File: src/rtl/arbitro_roteamento.sv
// ---------------------------------------------------------------------------
// arbitro_roteamento
//
// Round-robin arbiter for two requesters (A and B) sharing one NBITS-wide
// 2:1 routing path. The winner drives the select line. The routed word is
// captured into a register with a valid strobe. Under contention, each grant
// is limited to MAX_RAJADA transfers. The grant then passes directly to the
// other side, with no idle cycle in between.
//
// Parameters
//   NBITS        width of A, B and Saida
//   MAX_RAJADA   transfers per grant while the other side requests (1..15)
//
// Ports
//   clk           rising-edge clock
//   rst_n         synchronous active-low reset
//   req_a, req_b  requests from A and B
//   A, B          data words of A and B
//   gnt_a, gnt_b  grant to A / B (decoded from state)
//   sel           path select (1 = B)
//   Saida         registered routed word
//   saida_valida  Saida was written on the last edge
// ---------------------------------------------------------------------------
module arbitro_roteamento #(
    parameter int NBITS      = 4,
    parameter int MAX_RAJADA = 4
) (
    input  logic             clk,
    input  logic             rst_n,
    input  logic             req_a,
    input  logic             req_b,
    input  logic [NBITS-1:0] A,
    input  logic [NBITS-1:0] B,
    output logic             gnt_a,
    output logic             gnt_b,
    output logic             sel,
    output logic [NBITS-1:0] Saida,
    output logic             saida_valida
);

    localparam logic [1:0] OCIOSO  = 2'd0;
    localparam logic [1:0] GRANT_A = 2'd1;
    localparam logic [1:0] GRANT_B = 2'd2;

    // Last counter value of a burst.
    localparam logic [3:0] LIMITE = 4'(MAX_RAJADA - 1);

    logic [1:0]       r_estado;
    logic             r_ultimo;   // last side granted: 0 = A, 1 = B
    logic [3:0]       r_cont;
    logic [NBITS-1:0] r_saida;
    logic             r_valida;

    logic [1:0]       w_prox;
    logic             w_transf;
    logic             w_entra;

    assign w_transf = ((r_estado == GRANT_A) && req_a) ||
                      ((r_estado == GRANT_B) && req_b);

    always_comb begin
        w_prox = r_estado;
        case (r_estado)
            OCIOSO: begin
                // On a tie, the side that did not hold the last grant wins.
                if (req_a && req_b)
                    w_prox = r_ultimo ? GRANT_A : GRANT_B;
                else if (req_a)
                    w_prox = GRANT_A;
                else if (req_b)
                    w_prox = GRANT_B;
            end
            GRANT_A: begin
                if (!req_a)
                    w_prox = req_b ? GRANT_B : OCIOSO;
                else if ((r_cont == LIMITE) && req_b)
                    w_prox = GRANT_B;
            end
            GRANT_B: begin
                if (!req_b)
                    w_prox = req_a ? GRANT_A : OCIOSO;
                else if ((r_cont == LIMITE) && req_a)
                    w_prox = GRANT_A;
            end
            default: w_prox = OCIOSO;
        endcase
    end

    // A new grant starts whenever the next state is a grant state other than
    // the current one. This covers idle->grant and the direct A<->B handoff.
    assign w_entra = (w_prox != r_estado) && (w_prox != OCIOSO);

    always_ff @(posedge clk) begin
        if (!rst_n) begin
            r_estado <= OCIOSO;
            r_ultimo <= 1'b1;
            r_cont   <= 4'd0;
            r_saida  <= '0;
            r_valida <= 1'b0;
        end else begin
            r_estado <= w_prox;
            r_valida <= w_transf;
            if (w_transf)
                r_saida <= (r_estado == GRANT_B) ? B : A;
            if (w_entra) begin
                r_cont   <= 4'd0;
                r_ultimo <= (w_prox == GRANT_B);
            end else if (w_transf) begin
                // Wraps when the burst limit is hit with no competitor.
                r_cont <= (r_cont == LIMITE) ? 4'd0 : r_cont + 4'd1;
            end
        end
    end

    assign gnt_a        = (r_estado == GRANT_A);
    assign gnt_b        = (r_estado == GRANT_B);
    assign sel          = (r_estado == GRANT_B);
    assign Saida        = r_saida;
    assign saida_valida = r_valida;

endmodule

File: config.mk
export PLATFORM = sky130hd
export DESIGN_NAME = arbitro_roteamento
export DESIGN_NICKNAME = d
export VERILOG_FILES = /design/src/rtl/arbitro_roteamento.sv
export SDC_FILE = /design/constraint.sdc
export NUM_CORES = 1
export LEC_CHECK = 0
export ABC_AREA = 1
export CAP_MARGIN = 20
export CELL_PAD_IN_SITES_DETAIL_PLACEMENT = 0
export CELL_PAD_IN_SITES_GLOBAL_PLACEMENT = 1
export CORE_MARGIN = 8
export CORE_UTILIZATION = 33
export DETAILED_ROUTE_END_ITERATION = 10
export PLACE_DENSITY_LB_ADDON = 0.1
export SLEW_MARGIN = 20
export SYNTH_ARGS = -nofsm -noshare
export SYNTH_HDL_FRONTEND = slang
export SYNTH_SLANG_ARGS = --single-unit
File: constraint.sdc
create_clock -name clk -period 3.6 [get_ports clk]
set_clock_uncertainty 0.05 [all_clocks]
set_input_delay 0.54 -clock clk [delete_from_list [all_inputs] [get_ports clk]]
set_output_delay 0.54 -clock clk [all_outputs]
set_load 0.05 [all_outputs]
== Word level (Yosys, flattened, before mapping) ==
Cells that the tools add are included.
Cells by class
  $add $sub $neg: 1
  equality and inequality tests: 5
  muxes and demuxes: 13
  bitwise logic cells: 1
  reduce and logical (&&, ||, !) cells: 10
Operators by type and width (number)
  2-bit two-way mux: 9
  4-bit two-way mux: 2
  1-bit logical AND: 6
  2-bit one-hot mux with 3 select lines: 1
  4-bit by 1-bit adder with 4-bit output, second input constant: 1
  2-bit equality test, second input constant: 2
  4-bit by 2-bit equality test with 1-bit output, second input constant: 1
  2-bit by 1-bit equality test with 1-bit output, second input constant: 1
  2-bit zero test: 1
  2-bit != test: 1
  2-bit nonzero test: 1
  2-bit OR reduction: 1
  1-bit logical OR: 1
  1-bit two-way mux: 1
  1-bit NOT: 1
Storage, ports and cells
  register bits after elaboration: 12
  output and inout bits: 8
  logic and storage cells: 35

== Logic depth before layout (Yosys ltp) ==
Gate-level depths: netlist of the first run.
  depth after elaboration: 8
  gate-level depth with buffers: 10
  mapped depth without buffers: 10

== Worst setup path after synthesis of the first run ==
OpenSTA, ideal clock, no wires.
  path kind: reg-to-output
  start point: reg r_estado[1]
  end point: out sel
  data arrival time: 1046 ps
  required time: 3010 ps
  path slack: 1964 ps
  stages on the path, launching flop included: 4
  cells stage by stage: dfxtp_1 inv_2 nor2_4 buf_4
On the way
  word-level cells in the longest chain between the ends: 1
Ends and longest elaborated chain
  from (decl): RTL line 48  | logic [1:0] r_estado;
  from (signal assigned): RTL line 101  | r_estado <= w_prox;
  2-bit equality test
  to (decl): RTL line 36  | output logic sel,
Every way passes these cells.

== Worst setup path in the final report of the first run ==
  start point: reg r_estado[1]
  end point: out gnt_b
On the way
  word-level cells in the longest chain between the ends: 1
Ends and longest elaborated chain
  2-bit equality test: RTL line 116  | assign gnt_b = (r_estado == GRANT_B);
  to (decl): RTL line 35  | output logic gnt_b,
Every way passes these cells.

==> flow_summary.json, run 1 <==
{
  "status": "finished, final reports clean",
  "routed_via_density": 4.50,
  "h-tree-depth": 1,
  "nets": 134,
  "rsz0062_at_grt": "no",
  "fp.dieArea_mm2": 0.00369,
  "avgSynthCellArea_um2": 6.69,
  "hpwl_um": 1240,
  "slew_viol_final": 0,
  "netlist.area_leader.share_pct": 36.3,
  "dieWidth_um": 60.8,
  "final-instance-count-excl-fill": 147,
  "final_core_util_pct": 47.0,
  "postCtsSetupBuffers": 0,
  "worstPathMaxFanout": 9,
  "grt_pass1_wl_um": 2750,
  "cts_resized": 0,
  "grt_overflow": 0,
  "cp.required_ns": 3.01,
  "drt_first_pass_iters": 4,
  "seq_area_um2": 240,
  "core_mm2": 0.00192,
  "synth_seq_cells": 12,
  "yosysTopAreaCell": "dfxtp_1",
  "gp_congestion": 0.808,
  "cts_tree": "built",
  "antenna_cells": 0,
  "maxSlewHeadroom_pct": 66.0,
  "tns_ns": 0,
  "layout_commonest_cell": "nand2_1",
  "wl_per_cell_um": 10.5,
  "cts_max_path_buffers": 2,
  "multi_input_area_um2": 347,
  "powerDensity_mw_per_mm2": 457,
  "design_area_um2": 903,
  "cts-root-buf": "clkbuf_4",
  "first_global_vias": 658,
  "end_kind": "primary output",
  "startpoint_type": "register",
  "ios": 20,
  "setup_violations": 0,
  "cts.sinks": 12,
  "grt.total_usage_pct": 9.91,
  "cts_hold_buf": 0,
  "drc_errors": 0,
  "syn_inst": 99,
  "hold_ws_ns": 0.440,
  "antenna_found_initial": 0,
  "synth.distinct_cells": 20,
  "layout.filler_cells": 206,
  "syn-num-nets": 112,
  "vias": 661,
  "ys_seq_area_share_pct": 36.3,
  "ir_drop_mv": 0.192,
  "clk_pin_slew_ns": 0.08,
  "final_hold_viol_count": 0,
  "cts_buffers": 3,
  "post_dp_cell_area_um2": 867,
  "core.rowCount": 16,
  "area_delta_synth_final_pct": 36.5,
  "final_cell_mix": "nand2_1, clkdlybuf4s50_1, nor2_1, dfxtp_1, inv_1",
  "drt-initial-drc-count": 5,
  "fmax_mhz": 417,
  "layout-drive-gt1-share_pct": 12.5,
  "die_h_um": 60.8,
  "worstSetupPathType": "reg -> out",
  "ys_top_cells_by_area": "dfxtp_1, nand2_1, nor2_1",
  "yosys_warnings": 0,
  "postRouteAntennaNets": 0,
  "min_period_ns": 2.40,
  "cp.arrival_ns": 1.81,
  "floorplan.initialDensity_pct": 34.4,
  "port_buffers": 19,
  "syn_area_um2": 662,
  "worstMarginPinSlew_ns": 0.508,
  "hold_class": "reg -> reg",
  "cap_violations": 0,
  "grt_max_degree": 14,
  "fin_crit_sh_pct": 66.6,
  "wl_um": 1550,
  "dp_cells": 143,
  "total_leakage_power_nw": 0.373,
  "clk_latency_ns": 0.28
}
## cells in the mapped netlist
cell type and count:
nand3_1 7, ha_1 1, nor3_1 1, o21ai_0 5, buf_4 1, xnor2_1 1
nor2_4 1, a31oi_1 4, a311oi_2 1, nor2_2 1, inv_2 3, o21ai_2 1
nor2_1 13, nand2_1 27, a21oi_1 3, dfxtp_1 12, nand2_2 3, inv_1 12
nand3_2 1, buf_6 1
## worst max-delay path, stage by stage, from the launching register on
cell	delay [ns]
dfxtp_1	0.38
inv_2	0.08
nor2_4	0.22
clkdlybuf4s50_1	0.86
## metal layers
metal	routed length (um)	vias up	track usage, %
li1	-	358	-
met1	766	282	12.6
met2	648	17	13.4
met3	106	4	4.03
met4	25	0	5.98
met5	0	-	0
## power by group
part,internal [mW],switching (mW)
logic,0.0512,0.0931
registers,0.146,0.0103
clock network,0.0615,0.0509
## metrics by stage
step,total power [mW],worst slack [ns]
floorplan,0.261,1.96
finish,0.413,1.20
global placement,0.306,1.48
global route,0.439,1.11
CTS,0.417,1.19
detailed placement,0.305,1.51
## final timing paths
kind                     startpoint                      to  slack [ns]  cells past startpoint
min           r_ultimo$_SDFFE_PN1P_   r_ultimo$_SDFFE_PN1P_        0.44                      2
max          r_estado[1]$_SDFF_PN0_                   gnt_b        1.20                      3
min reg2reg   r_ultimo$_SDFFE_PN1P_   r_ultimo$_SDFFE_PN1P_        0.44                      2
max reg2reg  r_estado[1]$_SDFF_PN0_  r_cont[2]$_SDFFE_PP0P_        2.13                      8
## cells by family (layout without fill, tap and decap cells)
logic type               count (synthesis)  in the layout  synth area share [%]
adder cells (fa/ha/maj)                  1              1                  1.89
AO/OA/AOI/OAI                           14             14                  13.4
flip-flops                              12             12                  36.3
buffers and inverters                   17             38                  11.3
XOR/XNOR                                 1              1                  1.32
AND/OR/NAND/NOR                         54             54                  35.7
## state kept, by name, indices dropped and copies added, names as in the netlist
| name | count |
|---|---|
| Saida | 4 |
| r_cont | 4 |
| r_estado | 2 |
| r_ultimo | 1 |
| saida_valida | 1 |
## layout make-up
cell class,instances,share of cell area [%]
clock buffer,4,4.02
inverter,15,6.23
multi-input combinational,70,38.4
sequential,12,26.6
tap,27,3.74
timing repair buffer,19,21.1
No activity file was read; power rests on OpenSTA's default activity.
==> run 2: changes to the inputs <==
CORE_UTILIZATION = 30   (was 33)
clock period = 2.4 ns   (was 3.6 ns; I/O delays follow)
==> flow_summary.json, run 2 (synthesis results as in run 1) <==
{
  "cts-root-buf": "clkbuf_4",
  "cts_tree": "built",
  "routed_via_density": 4.41,
  "core.rowCount": 17,
  "postCtsSetupBuffers": 0,
  "cts_max_path_buffers": 2,
  "layout-drive-gt1-share_pct": 12.5,
  "cp.required_ns": 1.99,
  "startpoint": "r_estado[1]$_SDFF_PN0_",
  "cp.arrival_ns": 1.79,
  "worstPathMaxFanout": 9,
  "slew_viol_final": 0,
  "worstMarginPinSlew_ns": 0.512,
  "final-instance-count-excl-fill": 148,
  "cts.sinks": 12,
  "h-tree-depth": 1,
  "r2r_cells": 8,
  "cts_resized": 0,
  "clk_latency_ns": 0.27,
  "antenna_found_initial": 0,
  "powerDensity_mw_per_mm2": 683,
  "final_hold_viol_count": 0,
  "cts_hold_buf": 0,
  "clk_pin_slew_ns": 0.08,
  "hold_class": "reg -> reg",
  "final_cell_mix": "nand2_1, clkdlybuf4s50_1, nor2_1, dfxtp_1, inv_1",
  "startpoint_type": "register",
  "pwr-share-clk_pct": 26.8,
  "p_int_mw": 0.388,
  "seqPwrFrac_pct": 38.0,
  "floorplan.initialDensity_pct": 30.8,
  "ir_drop_mv": 0.388,
  "rsz0062_at_grt": "no",
  "port_buffers": 19,
  "final_core_util_pct": 42.1,
  "postRouteAntennaNets": 0,
  "status": "finished, final reports clean",
  "cap_violations": 0,
  "dp_cells": 144,
  "endpoint": "gnt_b",
  "r2r_end": "r_cont[2]$_SDFFE_PP0P_",
  "area_delta_synth_final_pct": 36.7,
  "drc_errors": 0,
  "layout.filler_cells": 232,
  "die_h_um": 63.0,
  "hold_ws_ns": 0.434,
  "gp_congestion": 0.801,
  "end_kind": "primary output",
  "maxSlewHeadroom_pct": 65.8,
  "tns_ns": 0,
  "setup_ws_ns": 0.196,
  "r2r-start": "r_estado[1]$_SDFF_PN0_",
  "post_dp_cell_area_um2": 868,
  "ios": 20,
  "dieWidth_um": 63.0,
  "p_sw_mw": 0.229,
  "nets": 134,
  "grt_pass1_wl_um": 2930,
  "post-place-ws_ns": 0.489,
  "reg2reg_slack_ns": 0.94,
  "grt.total_usage_pct": 9.12,
  "sw_frac_of_total_pct": 37.1,
  "cts_buffers": 3,
  "worstSetupPathType": "reg -> out",
  "fmax_mhz": 454,
  "design_area_um2": 905,
  "grt_max_degree": 14,
  "hpwl_um": 1250,
  "wl_per_cell_um": 10.8,
  "wl_um": 1600,
  "layout_commonest_cell": "nand2_1",
  "antenna_cells": 0,
  "combPwrFrac_pct": 35.2,
  "total_power_mw": 0.617,
  "first_global_vias": 679,
  "core_mm2": 0.00215,
  "total_leakage_power_nw": 0.373,
  "fin_crit_sh_pct": 91.9,
  "grt_overflow": 0,
  "fp.dieArea_mm2": 0.00397,
  "min_period_ns": 2.20,
  "drt-initial-drc-count": 7,
  "vias": 652,
  "setup_violations": 0,
  "drt_first_pass_iters": 4,
  "worstHoldStart": "r_ultimo$_SDFFE_PN1P_"
}
[run 2: area by class of cell]
class	instances	area, um2	area share, %
Sequential cell	12	240	26.6
Tap cell	28	35.0	3.87
Inverter	15	56.3	6.22
Multi-Input combinational cell	70	347	38.3
Clock buffer	4	36.3	4.01
Timing Repair Buffer	19	190	21.0
[run 2: how the worst min path moves through the flow]
stage	end	slack, ns	depth (start not counted)
detailed placement	r_ultimo$_SDFFE_PN1P_	0.42	2
global route	r_ultimo$_SDFFE_PN1P_	0.45	2
finish	r_ultimo$_SDFFE_PN1P_	0.43	2
CTS	r_ultimo$_SDFFE_PN1P_	0.43	2
global placement	r_ultimo$_SDFFE_PN1P_	0.42	2
floorplan	r_ultimo$_SDFFE_PN1P_	0.39	2
[run 2: metal layers]
layer | global-route usage (%) | wire [um] | vias to the layer above
li1 | - | - | 355
met1 | 10.6 | 743 | 274
met2 | 13.2 | 678 | 19
met3 | 4.48 | 146 | 4
met4 | 5.13 | 28 | 0
met5 | 0 | 0 | -
[run 2: power by group through the flow]
stage	sequential [mW]	combinational, mW	clock (mW)
final	0.235	0.218	0.165
after global placement	0.240	0.221	0
after floorplan	0.270	0.121	0
after CTS	0.235	0.220	0.173
after global routing	0.237	0.240	0.184
after detailed placement	0.239	0.219	0
[run 2: worst max-delay path: stages (launching register included)]
cell,delay (ns)
dfxtp_1,0.38
inv_2,0.08
nor2_4,0.21
clkdlybuf4s50_1,0.85
==> variant 1 (flow settings as in run 2) <==
Reset style: asynchronous (`rst_n`), changed in one clocked block. Comments in the files are not updated.
--- a/src/rtl/arbitro_roteamento.sv
+++ b/src/rtl/arbitro_roteamento.sv
@@ -90,7 +90,7 @@
     // the current one. This covers idle->grant and the direct A<->B handoff.
     assign w_entra = (w_prox != r_estado) && (w_prox != OCIOSO);
 
-    always_ff @(posedge clk) begin
+    always_ff @(posedge clk or negedge rst_n) begin
         if (!rst_n) begin
             r_estado <= OCIOSO;
             r_ultimo <= 1'b1;
Check against the original RTL: differs if rst_n is asserted again (counterexample within 4 cycles, from zero or initial values and one cycle with rst_n low); with rst_n held inactive, the same outputs for 10 cycles.
==> variant 1 against run 2 <==
Synthesized area increased by 4.5%; critical path type unchanged; core utilization increased by 0.90 points; sequential cell count unchanged; non-clock buffer count increased by 1; worst setup slack got worse by 0.021 ns; first-iteration DRC count increased to 2.6 times the old value; die area increased by 3.4%; sequential share of layout area increased by 5.4 points; final area increased by 4.1%; wire length increased by 3.9%; synthesized cell count decreased by 10%.
Power is not compared: it rests on default switching activity, and its combinational part moved more than twofold at a synthesized area within 25%.
==> variant 1: results (changes against run 2) <==
met2 usage=12.9% (-0.26 points); Syn Nets=102 (-8.9%); xor/xnor cell area share of the yosys netlist=2.53% (+1.2 points); share of cells above drive strength 1=18.0% (+5.5 points); status=finished clean; Seq/Total Area, Yosys=43.6% (+7.3 points); Compound-Gate Fraction of Synth Area=9.76% (-3.7 points); dpl cell area=906 sq um (+4.3%); Netlist cell types=19 (-5.0%); M1 WL=856 um (+15%); post-synthesis mux area share=0% (unchanged); Rel. slew slack=63.5% (-2.3 points); Hold Path Class=primary input to async pin; adder-cell share of the synthesized area=1.81% (-0.082 points); synth cell count leaders=29 x nand2_1, 11 x dfrtp_1, 11 x nor2_1, 9 x nand3_1, 5 x inv_2; met3 WL post-DR=85 um (-42%); met3 Usage GRT=3.66% (-0.82 points); Largest delay share family, worst path=buffers and inverters; gr usage total=8.84% (-0.28 points); ys async rst share=100% (+100 points); WL met2=708 um (+4.4%); Synth area leaders=dfrtp_1 40%, nand2_1 16%, nand3_1 6.5%; DR vias=625 (-4.1%); worst reg-to-reg path cell count=8 (unchanged); Net count, final=125 (-6.7%); drt initial violations=18 (+11); final WL=1660 um (+3.9%); GPL Wtd Cong=0.750 (-6.3%); first-pass GRT wire length=2920 um (-0.48%); Arr. time, crit path=1.82 ns (+0.03 ns); top fanout value on the critical path=6 (-3); GRT met1 Usage=11.6% (+0.97 points)
## variant 1: changes by cell type after synthesis, moves of 2 or more
cell,before,now
dfrtp_1,0,11
dfxtp_1,12,0
nor2_2,1,4
nor2_1,13,11
nand3_1,7,9
a31oi_2,0,2
a31oi_1,4,2
inv_2,3,5
inv_1,12,4
nand2_1,27,29
o21ai_0,5,2
a21oi_1,3,0
## variant 1: worst paths after layout
kind                              from  slack, ns        end
min                              rst_n       0.39  r_cont[2]
max                        r_estado[0]       0.17        sel
max reg2reg                r_estado[0]       0.87  r_cont[1]
min reg2reg                   r_ultimo       0.44   r_ultimo
max in group asynchronous        rst_n       1.54   r_ultimo
min in group clk              r_ultimo       0.44   r_ultimo
## variant 1: kinds of logic after synthesis
| logic type | after synthesis |
|---|---|
| AOI/OAI and AO/OA | 7 |
| xor gates and xnor gates | 2 |
| adders and majority gates | 1 |
| buffers and inverters | 11 |
| DFF | 12 |
| and+or+nand+nor | 56 |
## variant 1: layout make-up
type / count / area, sq um / area share [%]
multi-input cells: 66 / 338 / 35.9
flip-flops and latches: 12 / 302 / 32.0
well taps: 28 / 35.0 / 3.72
inverters: 9 / 33.8 / 3.59
clock buffers: 4 / 36.3 / 3.85
repair buffers: 20 / 198 / 21.0
## variant 1: through the flow
step	instances	util, %	worst slack (ns)
final	139	43.0	0.175
after global routing	139	43.0	0.0656
after CTS	139	43.0	0.157
after detailed placement	135	41.3	0.471
after global placement	135	41.3	0.480
after floorplan	89	-	0.725
## variant 1: power groups by stage
stage	combinational [W]	sequential (W)	clock, W
6_report	0.000795	0.000364	0.000161
5_1_grt	0.000870	0.000377	0.000181
4_1_cts	0.000810	0.000365	0.000168
3_5_place_dp	0.000810	0.000366	0
3_3_place_gp	0.000805	0.000362	0
2_1_floorplan	0.000447	0.000496	0
==> variant 2 (config.mk and constraints of run 2) <==
Without the edit above. The parameter `NBITS` goes from 4 to 6.
--- a/src/rtl/arbitro_roteamento.sv
+++ b/src/rtl/arbitro_roteamento.sv
@@ -22,7 +22,7 @@
 //   saida_valida  Saida was written on the last edge
 // ---------------------------------------------------------------------------
 module arbitro_roteamento #(
-    parameter int NBITS      = 4,
+    parameter int NBITS      = 6,
     parameter int MAX_RAJADA = 4
 ) (
     input  logic             clk,
Interface: changed (resized A, B and Saida); port bits go from 20 to 26. No check against the original RTL was run, so the function may have changed too.
==> variant 2 against run 2 <==
Power up 17%; final area up 18%; sequential cell count rose by 2; synthesized area up 14%; worst setup slack improved by 0.016 ns; wire length increased by 19%; count of clock-buffer cells in the layout is the same; largest power group unchanged.
==> variant 2: results (changes against run 2) <==
status=finished clean; Non-CTS buffers=26 (+7); maximum vdd drop=319 uV (-18%); adder-cell share of the synthesized area=1.65% (-0.24 points); Netlist cell types=21 (+5.0%); total power divided by cell area=676 mW/mm^2 (-0.91%); leakage=0.441 nW (+18%); Synth area leaders=dfxtp_1 37%, nand2_1 17%, nor2_1 7.9%; Syn Nets=124 (+11%); met3 Usage GRT=3.22% (-1.3 points); FF+latch count=14 (+2); Final non-clock buffer share=24.2% (+3.2 points); synth cell count leaders=34 x nand2_1, 16 x nor2_1, 14 x dfxtp_1, 9 x inv_1, 7 x nand3_1; DR vias=743 (+14%); Compound-Gate Fraction of Synth Area=13.9% (+0.46 points); Place WS=0.503 ns (+0.0132 ns); worst reg-to-reg path cell count=9 (+1); Syn Std Cell Area=757 sq um (+14%); Port Buffers=25 (+6); Multi-Input Combinational=80 (+14%); largest net degree at the start of global routing=18 (+4); drt initial violations=16 (+9); Worst-Margin Slew=0.512 ns (+0.000160 ns); GPL Wtd Cong=0.789 (-1.5%); number of non-clock inverters in the layout=11 (-4); top fanout value on the critical path=7 (-2); vias in the first global route=715 (+5.3%); CP endpoint=sel; DR WL/cell=11.6 um (+7.1%); period utilization=91.2% (-0.66 points); GRT met1 Usage=11.7% (+1.1 points); share of cells above drive strength 1=11.1% (-1.4 points)
==> variant 2: through the flow <==
stage                     hold WS [ns]  std cells  power [W]
after CTS                        0.430        165   0.000734
after floorplan                  0.394        107   0.000469
after global placement           0.419        161   0.000558
final                            0.431        165   0.000721
after detailed placement         0.415        161   0.000558
after global routing             0.483        165   0.000773
==> variant 2: report_power, final <==
group | total [W] | internal [W] | leakage [nW] | switching (W)
Sequential | 0.000275 | 0.000257 | 0.114 | 0.0000176
Clock | 0.000171 | 0.0000922 | 0.0210 | 0.0000793
Combinational | 0.000275 | 0.0000998 | 0.305 | 0.000175
Total | 0.000721 | 0.000449 | 0.441 | 0.000272
==> variant 2: logic make-up after synthesis <==
logic type	Yosys count
buf+inv	13
compound gates	14
flops	14
simple gates	64
xor+xnor	1
fa+ha+maj	1
==> variant 2: worst max-delay path: cells and delay by family (launching register included) <==
kind	cells	cell delay, ns
AND/OR/NAND/NOR	1	0.17
buffers and inverters	2	0.92
flip-flops	1	0.41
